--- src/rtl/rc5_pkg.sv ---
// Shared constants, FSM state encoding and rotate helpers for the RC5-32/12 block datapath.
package rc5_pkg;

    localparam int W         = 32;
    localparam int R         = 12;
    localparam int T         = 2 * R + 2;
    localparam int T_LENGTH  = $clog2(T);
    localparam int ROT_VALUE = $clog2(W);
    localparam int CNT_W     = $clog2(R + 1);

    typedef enum logic [2:0] {
        IDLE,
        RND_B,
        RND_A,
        FIN_B,
        FIN_A,
        DONE
    } state_e;

    typedef enum logic {
        ROT_RIGHT = 1'b0,
        ROT_LEFT  = 1'b1
    } rot_dir_e;

    // Doubling the word lets a plain shift act as a rotate, including amount 0.
    function automatic logic [W-1:0] rotr(input logic [W-1:0] x, input logic [ROT_VALUE-1:0] n);
        logic [2*W-1:0] d;
        d = {x, x} >> n;
        return d[W-1:0];
    endfunction

    function automatic logic [W-1:0] rotl(input logic [W-1:0] x, input logic [ROT_VALUE-1:0] n);
        logic [2*W-1:0] d;
        d = {x, x} << n;
        return d[2*W-1:W];
    endfunction

endpackage

--- src/rtl/rc5_rotator.sv ---
// Combinational W-bit barrel rotator with selectable direction, shared by both half-round paths.
module rc5_rotator
    import rc5_pkg::*;
(
    input  logic [W-1:0]         value,
    input  logic [ROT_VALUE-1:0] amount,
    input  rot_dir_e             dir,
    output logic [W-1:0]         result
);

    always_comb begin
        result = (dir == ROT_LEFT) ? rotl(value, amount) : rotr(value, amount);
    end

endmodule

--- src/rtl/rc5_decrypt.sv ---
// Iterative RC5-32/12 block decryptor, one half-round per clock, reading the shared S table.
// Optional encrypt path enabled by defining RC5_ENC_EN (adds the mode input).
module rc5_decrypt
    import rc5_pkg::*;
(
    input  logic                clk,
    input  logic                rst,
    input  logic                key_ready,
    input  logic                start,
`ifdef RC5_ENC_EN
    input  logic                mode,
`endif
    input  logic [W-1:0]        A_in,
    input  logic [W-1:0]        B_in,
    output logic [T_LENGTH-1:0] S_address,
    input  logic [W-1:0]        S_sub_i,
    output logic                busy,
    output logic                out_valid,
    output logic [W-1:0]        A_out,
    output logic [W-1:0]        B_out
);

    state_e                state, state_nxt;
    logic [W-1:0]          a_q, b_q, a_nxt, b_nxt;
    logic [CNT_W-1:0]      i_q, i_nxt;
    logic [T_LENGTH-1:0]   addr_nxt;
    logic [W-1:0]          rot_value, rot_out;
    logic [ROT_VALUE-1:0]  rot_amount;
    logic                  odd_step;

`ifdef RC5_ENC_EN
    logic                  enc_q, enc_nxt;
    logic                  first_pair;
    rot_dir_e              rot_dir;
`endif

    assign busy     = (state != IDLE);
    assign odd_step = (state == RND_A) || (state == FIN_A);

    rc5_rotator u_rotator (
        .value  (rot_value),
        .amount (rot_amount),
`ifdef RC5_ENC_EN
        .dir    (rot_dir),
`else
        .dir    (ROT_RIGHT),
`endif
        .result (rot_out)
    );

    // NOTE: every signal driven here gets a default first, so no path can infer a latch.
    always_comb begin
        state_nxt = state;
        a_nxt     = a_q;
        b_nxt     = b_q;
        i_nxt     = i_q;

        if (odd_step) begin
            rot_value  = a_q - S_sub_i;
            rot_amount = b_q[ROT_VALUE-1:0];
        end else begin
            rot_value  = b_q - S_sub_i;
            rot_amount = a_q[ROT_VALUE-1:0];
        end

`ifdef RC5_ENC_EN
        enc_nxt    = enc_q;
        rot_dir    = ROT_RIGHT;
        first_pair = (i_q == CNT_W'(R)) && ((state == RND_B) || (state == RND_A));
        if (enc_q) begin
            rot_dir    = ROT_LEFT;
            rot_value  = a_q ^ b_q;
            rot_amount = odd_step ? a_q[ROT_VALUE-1:0] : b_q[ROT_VALUE-1:0];
        end
`endif

        case (state)
            IDLE: begin
                if (start && key_ready) begin
                    a_nxt     = A_in;
                    b_nxt     = B_in;
                    i_nxt     = CNT_W'(R);
                    state_nxt = RND_B;
`ifdef RC5_ENC_EN
                    enc_nxt   = mode;
`endif
                end
            end
            RND_B: begin
                b_nxt     = rot_out ^ a_q;
                state_nxt = RND_A;
            end
            RND_A: begin
                a_nxt = rot_out ^ b_q;
                if (i_q == CNT_W'(1)) begin
                    state_nxt = FIN_B;
                end else begin
                    i_nxt     = i_q - 1'b1;
                    state_nxt = RND_B;
                end
            end
            FIN_B: begin
                b_nxt     = b_q - S_sub_i;
                state_nxt = FIN_A;
            end
            FIN_A: begin
                a_nxt     = a_q - S_sub_i;
                state_nxt = DONE;
            end
            DONE:    state_nxt = IDLE;
            default: state_nxt = IDLE;
        endcase

`ifdef RC5_ENC_EN
        // Encrypt runs the same state walk: even steps update A, odd steps update B.
        if (enc_q) begin
            case (state)
                RND_B, FIN_B: begin
                    b_nxt = b_q;
                    a_nxt = first_pair ? a_q + S_sub_i : rot_out + S_sub_i;
                end
                RND_A, FIN_A: begin
                    a_nxt = a_q;
                    b_nxt = first_pair ? b_q + S_sub_i : rot_out + S_sub_i;
                end
                default: ;
            endcase
        end
`endif
    end

    // Address for the step about to be entered, so S_sub_i is ready in that cycle.
    always_comb begin
        addr_nxt = '0;
`ifdef RC5_ENC_EN
        if (enc_nxt) begin
            case (state_nxt)
                RND_B:   addr_nxt = T_LENGTH'(2 * (R - int'(i_nxt)));
                RND_A:   addr_nxt = T_LENGTH'(2 * (R - int'(i_nxt)) + 1);
                FIN_B:   addr_nxt = T_LENGTH'(2 * R);
                FIN_A:   addr_nxt = T_LENGTH'(2 * R + 1);
                default: addr_nxt = '0;
            endcase
        end else
`endif
        begin
            case (state_nxt)
                RND_B:   addr_nxt = T_LENGTH'({i_nxt, 1'b1});
                RND_A:   addr_nxt = T_LENGTH'({i_nxt, 1'b0});
                FIN_B:   addr_nxt = T_LENGTH'(1);
                default: addr_nxt = '0;
            endcase
        end
    end

    // NOTE: state registers use non-blocking assignments so every flop samples pre-edge values.
    always_ff @(posedge clk) begin
        if (rst) begin
            state     <= IDLE;
            a_q       <= '0;
            b_q       <= '0;
            i_q       <= '0;
            S_address <= '0;
            out_valid <= 1'b0;
            A_out     <= '0;
            B_out     <= '0;
`ifdef RC5_ENC_EN
            enc_q     <= 1'b0;
`endif
        end else begin
            state     <= state_nxt;
            a_q       <= a_nxt;
            b_q       <= b_nxt;
            i_q       <= i_nxt;
            S_address <= addr_nxt;
            out_valid <= (state == DONE);
`ifdef RC5_ENC_EN
            enc_q     <= enc_nxt;
`endif
            if (state == DONE) begin
                A_out <= a_q;
                B_out <= b_q;
            end
        end
    end

endmodule

--- config.mk ---
export PLATFORM = sky130hd
export DESIGN_NAME = rc5_decrypt
export DESIGN_NICKNAME = d
export VERILOG_FILES = /design/src/rtl/rc5_pkg.sv /design/src/rtl/rc5_rotator.sv /design/src/rtl/rc5_decrypt.sv
export SDC_FILE = /design/constraint.sdc
export NUM_CORES = 1
export LEC_CHECK = 0
export ABC_AREA = 1
export CAP_MARGIN = 10
export CORE_MARGIN = 3
export CORE_UTILIZATION = 45
export DETAILED_ROUTE_END_ITERATION = 12
export GPL_TIMING_DRIVEN = 0
export PLACE_DENSITY = 0.69
export SYNTH_ARGS = -nofsm -noshare
export SYNTH_HDL_FRONTEND = slang
export SYNTH_HIERARCHICAL = 1
export SYNTH_SLANG_ARGS = --single-unit
--- constraint.sdc ---
create_clock -name clk -period 3.4 [get_ports clk]
set_input_delay 0.85 -clock clk [delete_from_list [all_inputs] [get_ports clk]]
set_output_delay 0.85 -clock clk [all_outputs]
set_load 0.02 [all_outputs]
==> results of run 1 <==
## cells by family after synthesis
kind of cell,Yosys count
multiplexers,1
adder cells (fa/ha/maj),68
AND/OR/NAND/NOR,1643
AO/OA/AOI/OAI,406
other,1
flip-flops,141
buffers and inverters,513
XOR/XNOR,56
## cell usage after synthesis, types with 3 or more instances
cell | number | area (um^2)
o21ai_0 | 92 | 460.4
clkbuf_1 | 47 | 176.4
nand3_1 | 578 | 2893
a21o_1 | 3 | 22.52
o21bai_1 | 5 | 37.54
a21oi_1 | 197 | 986.0
buf_4 | 10 | 75.07
nand4_1 | 4 | 25.02
nand3b_1 | 8 | 60.06
a211oi_1 | 40 | 300.3
nor2_1 | 105 | 394.1
inv_2 | 9 | 33.78
inv_1 | 370 | 1389
nor2_4 | 3 | 33.78
xnor2_1 | 19 | 166.4
a41oi_1 | 9 | 78.83
dfxtp_1 | 141 | 2823
o21ai_1 | 42 | 210.2
nand2_2 | 32 | 200.2
buf_2 | 53 | 265.3
nand2_1 | 858 | 3221
and2_1 | 3 | 18.77
or2_2 | 37 | 231.5
nor3_1 | 9 | 45.04
buf_6 | 3 | 33.78
a31oi_1 | 6 | 37.54
a221oi_1 | 6 | 52.55
xor2_1 | 37 | 324.1
o22ai_1 | 3 | 18.77
buf_1 | 20 | 75.07
ha_1 | 66 | 825.8
## metrics by stage
| stage | TNS [ps] | area, um^2 |
|---|---|---|
| 3_5_place_dp | -115490 | 17930 |
| 3_3_place_gp | -114780 | 17930 |
| 4_1_cts | -3847 | 24860 |
| 2_1_floorplan | -19.30 | 15680 |
## layer usage
layer / overflow / GRT usage
met1: 0 / 0.7585
met2: 1 / 0.8948
met3: 0 / 0.6830
met4: 2 / 0.7209
met5: 0 / 0.5426
## repair_timing
| item | 4_1_cts |
|---|---|
| pin swaps | 506 |
| setup endpoints to repair | 64 |
| hold buffers | 0 |
| resized for setup | 1348 |
| buffers inserted | 124 |
==> qor.yml, run 1 <==
grt_max_degree: 17
worstEndpointGrtRepair: "b_q[23]$_SDFFE_PP0P_/D"
synth_xor_area_frac: 0.03131
htreeDepth: 4
fp.dieW_um: 192.6
status: "did not finish"
synth_seq_area_share: 0.1802
overflow: 3
yosys_warnings: 6
synth_mux_area_frac: 0.0006391
numCtsBuffers: 17
synthAdderAreaFrac: 0.05528
synthFlopType: "dfxtp_1"
firstError: "[ERROR GRT-0232] Routing congestion too high. Check the congestion heatmap in the GUI."
synth_cell_types: 42
ios: 171
cts.sinks: 141
synth-simple-area-share: 0.4589
synth_seq_cells: 141
dp_cells: 3446
synth_top_family_by_area: "simple AND/OR/NAND/NOR gates"
worstEpCategory: "register data pin"
cts-root-buf: "clkbuf_16"
synth-async-reset-ratio: 0
track_usage: 0.7697
haltStage: "global routing"
row_count: 67
synth_area_per_cell_um2: 5.536
synth-compound-area-share: 0.1423
postSynthCellCount: 2829
port_buffers: 169
ctsLongestPathBuffers: 2
synthesis.nets: 2997
gp_congestion: 1.109
initial_core_util: 0.4613
syn-cell-area_mm2: 0.01566
pre_cts_slack_ps: -2068
synth_edf_count: 0
dpl.hpwl_um: 70550
fp.dieH_um: 192.6
==> run 2: changes to the inputs <==
- CORE_UTILIZATION: 45 -> 30
- PLACE_DENSITY: 0.69 -> unset
- PLACE_DENSITY_LB_ADDON: unset -> 0.15
- clock period: 3.4 -> 4.42 ns (I/O delays scaled with it)
==> run 2 against run 1 <==
Synthesized cell count did not move. Area after synthesis unchanged. The flow now finishes, with violations (setup timing).
==> qor.yml, run 2 <==
fin_nets: 3217
whs_ps: 443.4
gp_congestion: 1.018
initial_core_util: 0.3041
synthFlopType: "dfxtp_1"
dpl-instance-area_mm2: 0.01821
fp.dieH_um: 234.5
grt_pass1_vias: 19950
tns_ps: -1.826
antenna_found_initial: 1
vias: 20860
ctsLongestPathBuffers: 2
port_buffers: 169
final_cell_mix: "nand2_1 (625), nand3_1 (404), inv_1 (324), nand2_2 (168), clkdlybuf4s50_1 (155)"
numCtsBuffers: 17
drc_errors: 0
cp_max_fo: 10
layout_setup_ws_ps: -1.826
cts.sinks: 141
finalHoldViolCount: 0
drv_cap: 0
finClkSkew_ps: 14.06
syn-cell-area_mm2: 0.01566
htreeDepth: 4
row_count: 83
setup_viol: 1
period_share: 1.000
total_leakage_power_nw: 10.19
yosys.area.top_type: "nand2_1"
relSlewSlack: 0.1661
fmax_mhz: 226.2
drive_gt1_frac: 0.2867
cts_tree: "done"
whs_path_depth: 2
clk-insertion-delay-late_ps: 460
rsz0062_at_grt: "true"
routed_wl_um: 97160
reg2reg_from: "state[2]$_SDFF_PP0_"
slew_violations: 0
path_clk_slew_ps: 70
tightest_slew_ps: 1216
synth_top_area_frac: 0.2056
synth-async-reset-ratio: 0
cp-start-kind: "register"
final_common_cell: "nand2_1"
worstRegToRegCells: 18
cts_hold_buf: 0
ir_drop_v: 0.0003159
design_area_mm2: 0.02298
grt_pass1_wl_um: 134500
track_usage: 0.3396
synth_cell_types: 42
cts-root-buf: "clkbuf_16"
dpl.hpwl_um: 79810
drt-pass1-iter-count: 8
yosys_warnings: 6
cp_data_required_time_ps: 4750
routed_via_density: 5.573
diodes: 0
violations: "setup timing"
synth_seq_cells: 141
routedWlPerCell_um: 25.97
antenna_left: 0
overflow: 0
drtIter0Drc: 1834
crit_arrival_ps: 4750
synthesis.nets: 2997
synth_edf_count: 0
postSynthCellCount: 2829
hold_path_startpoint: "B_out[11]$_SDFFE_PP0P_"
r2r_slack_ps: -2
synth_area_per_cell_um2: 5.536
ios: 171
grt_max_degree: 17
core_mm2: 0.05151
hold_end: "B_out[11]$_SDFFE_PP0P_"
die-area_mm2: 0.05499
synth_commonest_cells: "nand2_1 (858), nand3_1 (578), inv_1 (370), a21oi_1 (197), dfxtp_1 (141)"
r2r_end: "b_q[8]$_SDFFE_PP0P_"
yosysMostFrequentCell: "nand2_1"
syn2layout_area_growth_pct: 46.69
setup.worst_path.end_class: "register"
synth_seq_area_share: 0.1802
synth.area.top_cells: "nand2_1 (21%), nand3_1 (18%), dfxtp_1 (18%)"
finalPower_w: 0.008667
critical_path.startpoint: "state[2]$_SDFF_PP0_"
fp.dieW_um: 234.5
hp-class: "register to register"
p_per_area_mw_per_mm2: 377.2
min_period_ps: 4422
status: "complete, but fails checks"
crit_type: "register to register"
## run 2: timing repair
action                                  CTS  global route
cloned                                    0             0
buffers inserted                         11            21
resized for setup                       372           512
pin swaps                                59           189
endpoints found under the setup margin   64            64
## run 2: critical path: stages (launching register included)
cell and delay, ps:
dfxtp_1 470, nor2_4 90, nand2_4 200, nand2_4 120
buf_2 260, buf_2 280, o21ai_2 410, buf_4 280
buf_2 390, nand3_1 220, nand3_1 230, nand3_1 140
nand2_2 130, nand2_1 70, nand3_1 130, nand2_1 160
xor2_1 200, a221oi_1 360, a21oi_1 110
## run 2: worst max-delay path by stage
| stage | endpoint | slack (ps) | depth (start not counted) |
|---|---|---|---|
| finish | b_q[8]$_SDFFE_PP0P_ | -2 | 18 |
| floorplan | b_q[29]$_SDFFE_PP0P_ | 590 | 23 |
| global placement | b_q[24]$_SDFFE_PP0P_ | -1450 | 26 |
| detailed placement | b_q[24]$_SDFFE_PP0P_ | -1490 | 26 |
| CTS | b_q[24]$_SDFFE_PP0P_ | -30 | 27 |
| global route | a_q[19]$_SDFFE_PP0P_ | -60 | 27 |
## run 2: layout make-up
type / count / area, um^2
fillers: 5514 / 28530
repair buffers: 201 / 1964
inverters: 380 / 1448
clock inverters: 15 / 191.4
well taps: 680 / 850.8
clock buffers: 17 / 425.4
flip-flops and latches: 141 / 2823
plain buffers: 133 / 645.6
multi-input cells: 2175 / 14630
## run 2: through the flow
step,std cells,util,setup WS (ps)
2_1_floorplan,2829,-,592.0
3_3_place_gp,3678,0.3534,-1454
3_5_place_dp,3678,0.3534,-1488
4_1_cts,3721,0.4002,-27.10
5_1_grt,3742,0.4461,-56.84
6_report,3742,0.4461,-1.826
## run 2: kinds of logic (layout without fill, tap and decap cells)
group / count (synthesis) / count (layout) / synth area share
adders and majority gates: 68 / 68 / 0.05528
xor gates and xnor gates: 56 / 56 / 0.03131
AOI/OAI and AO/OA: 406 / 406 / 0.1423
and+or+nand+nor: 1643 / 1643 / 0.4589
buffers and inverters: 513 / 746 / 0.1312
muxes: 1 / 1 / 0.0006391
other: 1 / 1 / 0.0002394
DFF: 141 / 141 / 0.1802
## run 2: layer usage
metal	track usage	share of wire
met5	0	0
met4	0.1768	0.060
met3	0.04259	0.059
met2	0.5852	0.48
met1	0.4137	0.40
## run 2: power by group
part           leakage [nW]  total, W  switching [W]  internal [W]
logic                  8.74   0.00556        0.00377       0.00179
clock network         0.298   0.00159       0.000724      0.000864
registers              1.15   0.00151       0.000171       0.00134
(Power assumes the default switching activity.)
==> run 3: changes to the inputs <==
==> constraint.sdc (replaced) <==
create_clock -name clk -period 4.42 [get_ports clk]
set_input_delay 0.884 -clock clk [delete_from_list [all_inputs] [get_ports clk]]
set_output_delay 0.884 -clock clk [all_outputs]
set_load 0.005 [all_outputs]
==> run 3 against run 2 <==
The run still ends with setup timing left. Total power decreased by 7.3%. Clock skew increased by 1.6 ps. Via count shrank 1.7%. Clock power is essentially flat. Final cell count is 0.53% lower. Worst hold slack barely moved. Flip-flop and latch count did not move. Sequential power is essentially flat. Setup slack worse by 52 ps.
==> qor.yml, run 3 (synthesis gave the netlist of run 2 again) <==
cts-root-buf: "clkbuf_16"
port_buffers: 169
antenna_left: 0
core_mm2: 0.05151
p_int_w: 0.003717
pre_cts_slack_ps: -1267
syn2layout_area_growth_pct: 34.11
ctsLongestPathBuffers: 2
slew_violations: 0
diodes: 0
grt_max_degree: 17
clk-insertion-delay-late_ps: 460
row_count: 83
netSwitchingFraction: 0.5372
p_comb_frac: 0.615
relSlewSlack: 0.1776
p_per_area_mw_per_mm2: 382.4
tns_ps: -54.09
cp_data_required_time_ps: 4810
setup.worst_path.end_class: "register"
wl_met3_um: 6026
max_stage_delay_ps: 1020
cp-start-kind: "register"
status: "complete, but fails checks"
cts_hold_buf: 0
overflow: 0
cpMostUsedCell: "nand3_1"
share_seq_of_total_power: 0.187
layout_setup_ws_ps: -54.09
initial_core_util: 0.3041
crit_chain: "nor2_4 -> nand2_4 -> nand2_4 -> buf_2 -> mux2i_1 -> nand2_2 -> nand3_1 -> nand3_1 -> nand3_1 -> nand2_2 -> nand2_1 -> nand3_1 -> nand2_2 -> inv_1 -> or2_2 -> a21oi_4 -> a211oi_2 -> a21oi_1"
violations: "setup timing"
path_clk_slew_ps: 70
met1Wirelength_um: 38160
crit_type: "register to register"
routed_wl_um: 95340
grt_pass1_vias: 19660
fp.dieW_um: 234.5
final_cell_mix: "nand2_1 (725), nand3_1 (500), inv_1 (343), a21oi_1 (166), clkdlybuf4s50_1 (165)"
dpl-instance-area_mm2: 0.01821
ios: 171
routedWlPerCell_um: 25.62
setup_viol: 1
whs_ps: 443.9
design_area_mm2: 0.02101
crit_arrival_ps: 4860
total_leakage_power_nw: 9.501
drt-pass1-iter-count: 7
ir_drop_v: 0.0002995
gp_congestion: 1.018
numCtsBuffers: 17
tightest_slew_ps: 1199
dpl.hpwl_um: 79810
cts.sinks: 141
slowest_stage: "mux2i_1"
crit_family: "simple AND/OR/NAND/NOR gates"
hp-class: "register to register"
fin_nets: 3197
clkPwrFrac: 0.198
htreeDepth: 4
cp_max_fo: 10
top_layer_used: "met4"
fp.dieH_um: 234.5
crit_buf_inv: 2
grt_pass1_wl_um: 133100
cts_tree: "done"
switching_power_w: 0.004315
period_share: 1.012
drc_errors: 0
antenna_found_initial: 1
finClkSkew_ps: 15.64
track_usage: 0.3364
wl_met2_um: 45100
finalPower_w: 0.008032
drv_cap: 0
rsz0062_at_grt: "true"
fmax_mhz: 223.5
routed_via_density: 5.510
die-area_mm2: 0.05499
final_common_cell: "nand2_1"
drtIter0Drc: 1888
min_period_ps: 4474
vias: 20510
drive_gt1_frac: 0.1976
finalHoldViolCount: 0
-- run 3: final cells by class --
type                       instances  area (um^2)
inverter                         380         1436
fill                            5739        30500
multi-input combinational       2175        12840
clock buffer                      17        425.4
tap                              680        850.8
sequential                       141         2823
clock inverter                    15        191.4
buffer                           133        638.1
timing repair buffer             181         1797
-- run 3: worst paths after layout --
check	cells past startpoint	end	start	slack, ps
worst max-delay path	18	b_q[24]$_SDFFE_PP0P_	state[2]$_SDFF_PP0_	-50
worst min-delay path	2	B_out[11]$_SDFFE_PP0P_	B_out[11]$_SDFFE_PP0P_	440
worst min register to register	2	B_out[11]$_SDFFE_PP0P_	B_out[11]$_SDFFE_PP0P_	440
worst max register to register	18	b_q[24]$_SDFFE_PP0P_	state[2]$_SDFF_PP0_	-50
-- run 3: metrics by stage --
step | instances | utilization
final | 3722 | 0.4078
after global routing | 3722 | 0.4078
after CTS | 3714 | 0.3826
after detailed placement | 3678 | 0.3534
after global placement | 3678 | 0.3534
after floorplan | 2829 | -
-- run 3: worst reg2reg max path: stages, from the launching register on --
cell and delay, ps:
dfxtp_1 390, nor2_4 180, nand2_4 160, nand2_4 170, buf_2 360, mux2i_1 1020
nand2_2 260, nand3_1 190, nand3_1 180, nand3_1 180, nand2_2 80, nand2_1 70
nand3_1 100, nand2_2 180, inv_1 110, or2_2 310, a21oi_4 230, a211oi_2 70
a21oi_1 160
-- run 3: power groups by stage --
stage / sequential [W] / combinational (W) / clock [W]
6_report: 0.00150 / 0.00494 / 0.00159
3_5_place_dp: 0.00150 / 0.00413 / 0
2_1_floorplan: 0.00144 / 0.00256 / 0
5_1_grt: 0.00151 / 0.00526 / 0.00164
4_1_cts: 0.00149 / 0.00438 / 0.00159
3_3_place_gp: 0.00150 / 0.00415 / 0
-- run 3: layer usage --
layer,vias up,GRT usage
li1,9619,-
met1,9630,0.4132
met2,1000,0.5768
met3,258,0.03872
met4,0,0.1779
met5,-,0
-- run 3: timing repair --
item | 4_1_cts | 5_1_grt
endpoints found under the setup margin | 64 | 62
pin swaps | 13 | 72
hold endpoints to repair | 0 | 0
buffers inserted | 4 | 8
resized for setup | 173 | 316
gates cloned | 0 | 0
==> run 4: changes to the inputs <==
- GPL_TIMING_DRIVEN: 0 -> 1
- clock period: 4.42 -> 4.15 ns (I/O delays scaled with it)
==> run 4 against run 3 <==
The run now ends clean. Largest cell class unchanged. Die area did not move. Critical path depth rose by 12. Sequential share of layout area fell by 2.9 points. Sequential power rose by 3%. Clock skew rose by 1.9 ps. Count of clock-buffer cells in the layout did not move. Register-to-register slack improved by 290 ps. Total power rose by 28%. Largest power group unchanged. Non-clock buffer count rose by 407. Global-route usage fell by 3.8 points. Worst hold slack got worse by 0.58 ps.
==> qor.yml, run 4 (synthesis gave the netlist of run 2 again) <==
status: "complete, no violations"
port_buffers: 170
whs_ps: 443.3
drv_cap: 0
cpMostUsedCell: "nand3_2"
cts_hold_buf: 0
cp-start-kind: "primary input"
tightest_slew_ps: 1233
cp_data_required_time_ps: 4530
routedWlPerCell_um: 20.93
utilization: 0.5221
layout_setup_ws_ps: 59.50
rsz0062_at_grt: "true"
relSlewSlack: 0.1768
clk-insertion-delay-late_ps: 460
core_mm2: 0.05151
cts_tree: "done"
track_usage: 0.2987
path_clk_slew_ps: 80
syn2layout_area_growth_pct: 71.69
numCtsBuffers: 17
crit_type: "primary input to register"
diodes: 0
ir_drop_v: 0.0003383
max_stage_delay_ps: 470
setup.worst_path.end_class: "register"
antenna_left: 0
final_common_cell: "nand2_1"
fp.dieH_um: 234.5
clkPwrFrac: 0.165
p_per_area_mw_per_mm2: 383.3
antenna_found_initial: 0
drtIter0Drc: 1834
share_seq_of_total_power: 0.149
fp.dieW_um: 234.5
row_count: 83
crit_arrival_ps: 4470
dpl.hpwl_um: 66260
p_int_w: 0.005290
cts.sinks: 141
slew_violations: 0
finalPower_w: 0.01031
slowest_stage: "clkdlybuf4s50_1"
ff_latch_area_mm2: 0.002823
htreeDepth: 4
ios: 171
die-area_mm2: 0.05499
setup_viol: 0
period_share: 0.9857
final_cell_mix: "nand2_1 (582), buf_4 (508), nand3_1 (366), inv_1 (310), nand2_2 (205)"
routed_wl_um: 86400
vias: 21710
overflow: 0
finalHoldViolCount: 0
hp-class: "register to register"
initial_core_util: 0.3041
drive_gt1_frac: 0.4108
grt_max_degree: 86
netSwitchingFraction: 0.4868
fillers: 5160
total_leakage_power_nw: 12.56
fmax_mhz: 244.5
p_comb_frac: 0.686
tns_ps: 0
finClkSkew_ps: 17.55
fin_nets: 3604
min_period_ps: 4091
drt-pass1-iter-count: 5
grt_pass1_wl_um: 123600
routed_via_density: 5.258
ctsLongestPathBuffers: 2
cp_max_fo: 4
cts-root-buf: "clkbuf_16"
grt_pass1_vias: 20320
pre_cts_slack_ps: -1129
multi_input_area_mm2: 0.01502
drc_errors: 0
switching_power_w: 0.005018
gp_congestion: 0.9992
run 4: layer usage:
| metal | global-route usage | vias to the layer above | share of wire |
|---|---|---|---|
| met1 | 0.3980 | 10380 | 0.43 |
| met3 | 0.06317 | 138 | 0.077 |
| li1 | - | 10420 | - |
| met2 | 0.4670 | 774 | 0.45 |
| met4 | 0.1264 | 0 | 0.042 |
| met5 | 0 | - | 0 |
run 4: path summary, 6_finish.rpt:
kind                               start  cells past startpoint                endpoint  slack (ps)
setup / recovery             S_sub_i[22]                     30    a_q[29]$_SDFFE_PP0P_          60
setup reg to reg     state[2]$_SDFF_PP0_                     19    a_q[29]$_SDFFE_PP0P_         240
hold / removal    A_out[17]$_SDFFE_PP0P_                      2  A_out[17]$_SDFFE_PP0P_         440
hold reg to reg   A_out[17]$_SDFFE_PP0P_                      2  A_out[17]$_SDFFE_PP0P_         440
run 4: critical path: cells and delay by family:
kind	cells	cell delay (ps)
compound gates	4	550
fa+ha+maj	1	240
buf+inv	8	1120
simple gates	17	1710
run 4: per-stage QoR:
step | area (um^2) | std cells
after floorplan | 15660 | 2829
after global placement | 21430 | 4033
after detailed placement | 21430 | 4033
after CTS | 24010 | 4080
after global routing | 26890 | 4129
final | 26890 | 4129
run 4: layout make-up:
cell class	instances	area share
Clock inverter	15	0.006514
Multi-Input combinational cell	2175	0.5585
Clock buffer	17	0.01582
Timing Repair Buffer	721	0.2291
Inverter	380	0.05346
Sequential cell	141	0.1050
Tap cell	680	0.03164
run 4: power groups by stage:
stage	combinational (W)	sequential, W	clock (W)
after floorplan	0.00273	0.00153	0
after global placement	0.00533	0.00153	0
after detailed placement	0.00535	0.00154	0
after CTS	0.00597	0.00153	0.00171
after global routing	0.00754	0.00154	0.00176
final	0.00707	0.00154	0.00170
run 4: repair_timing:
action                     in CTS  in global routing
resized for setup             421                588
buffers inserted               15                 51
pin swaps                     104                286
setup endpoints to repair      64                 64
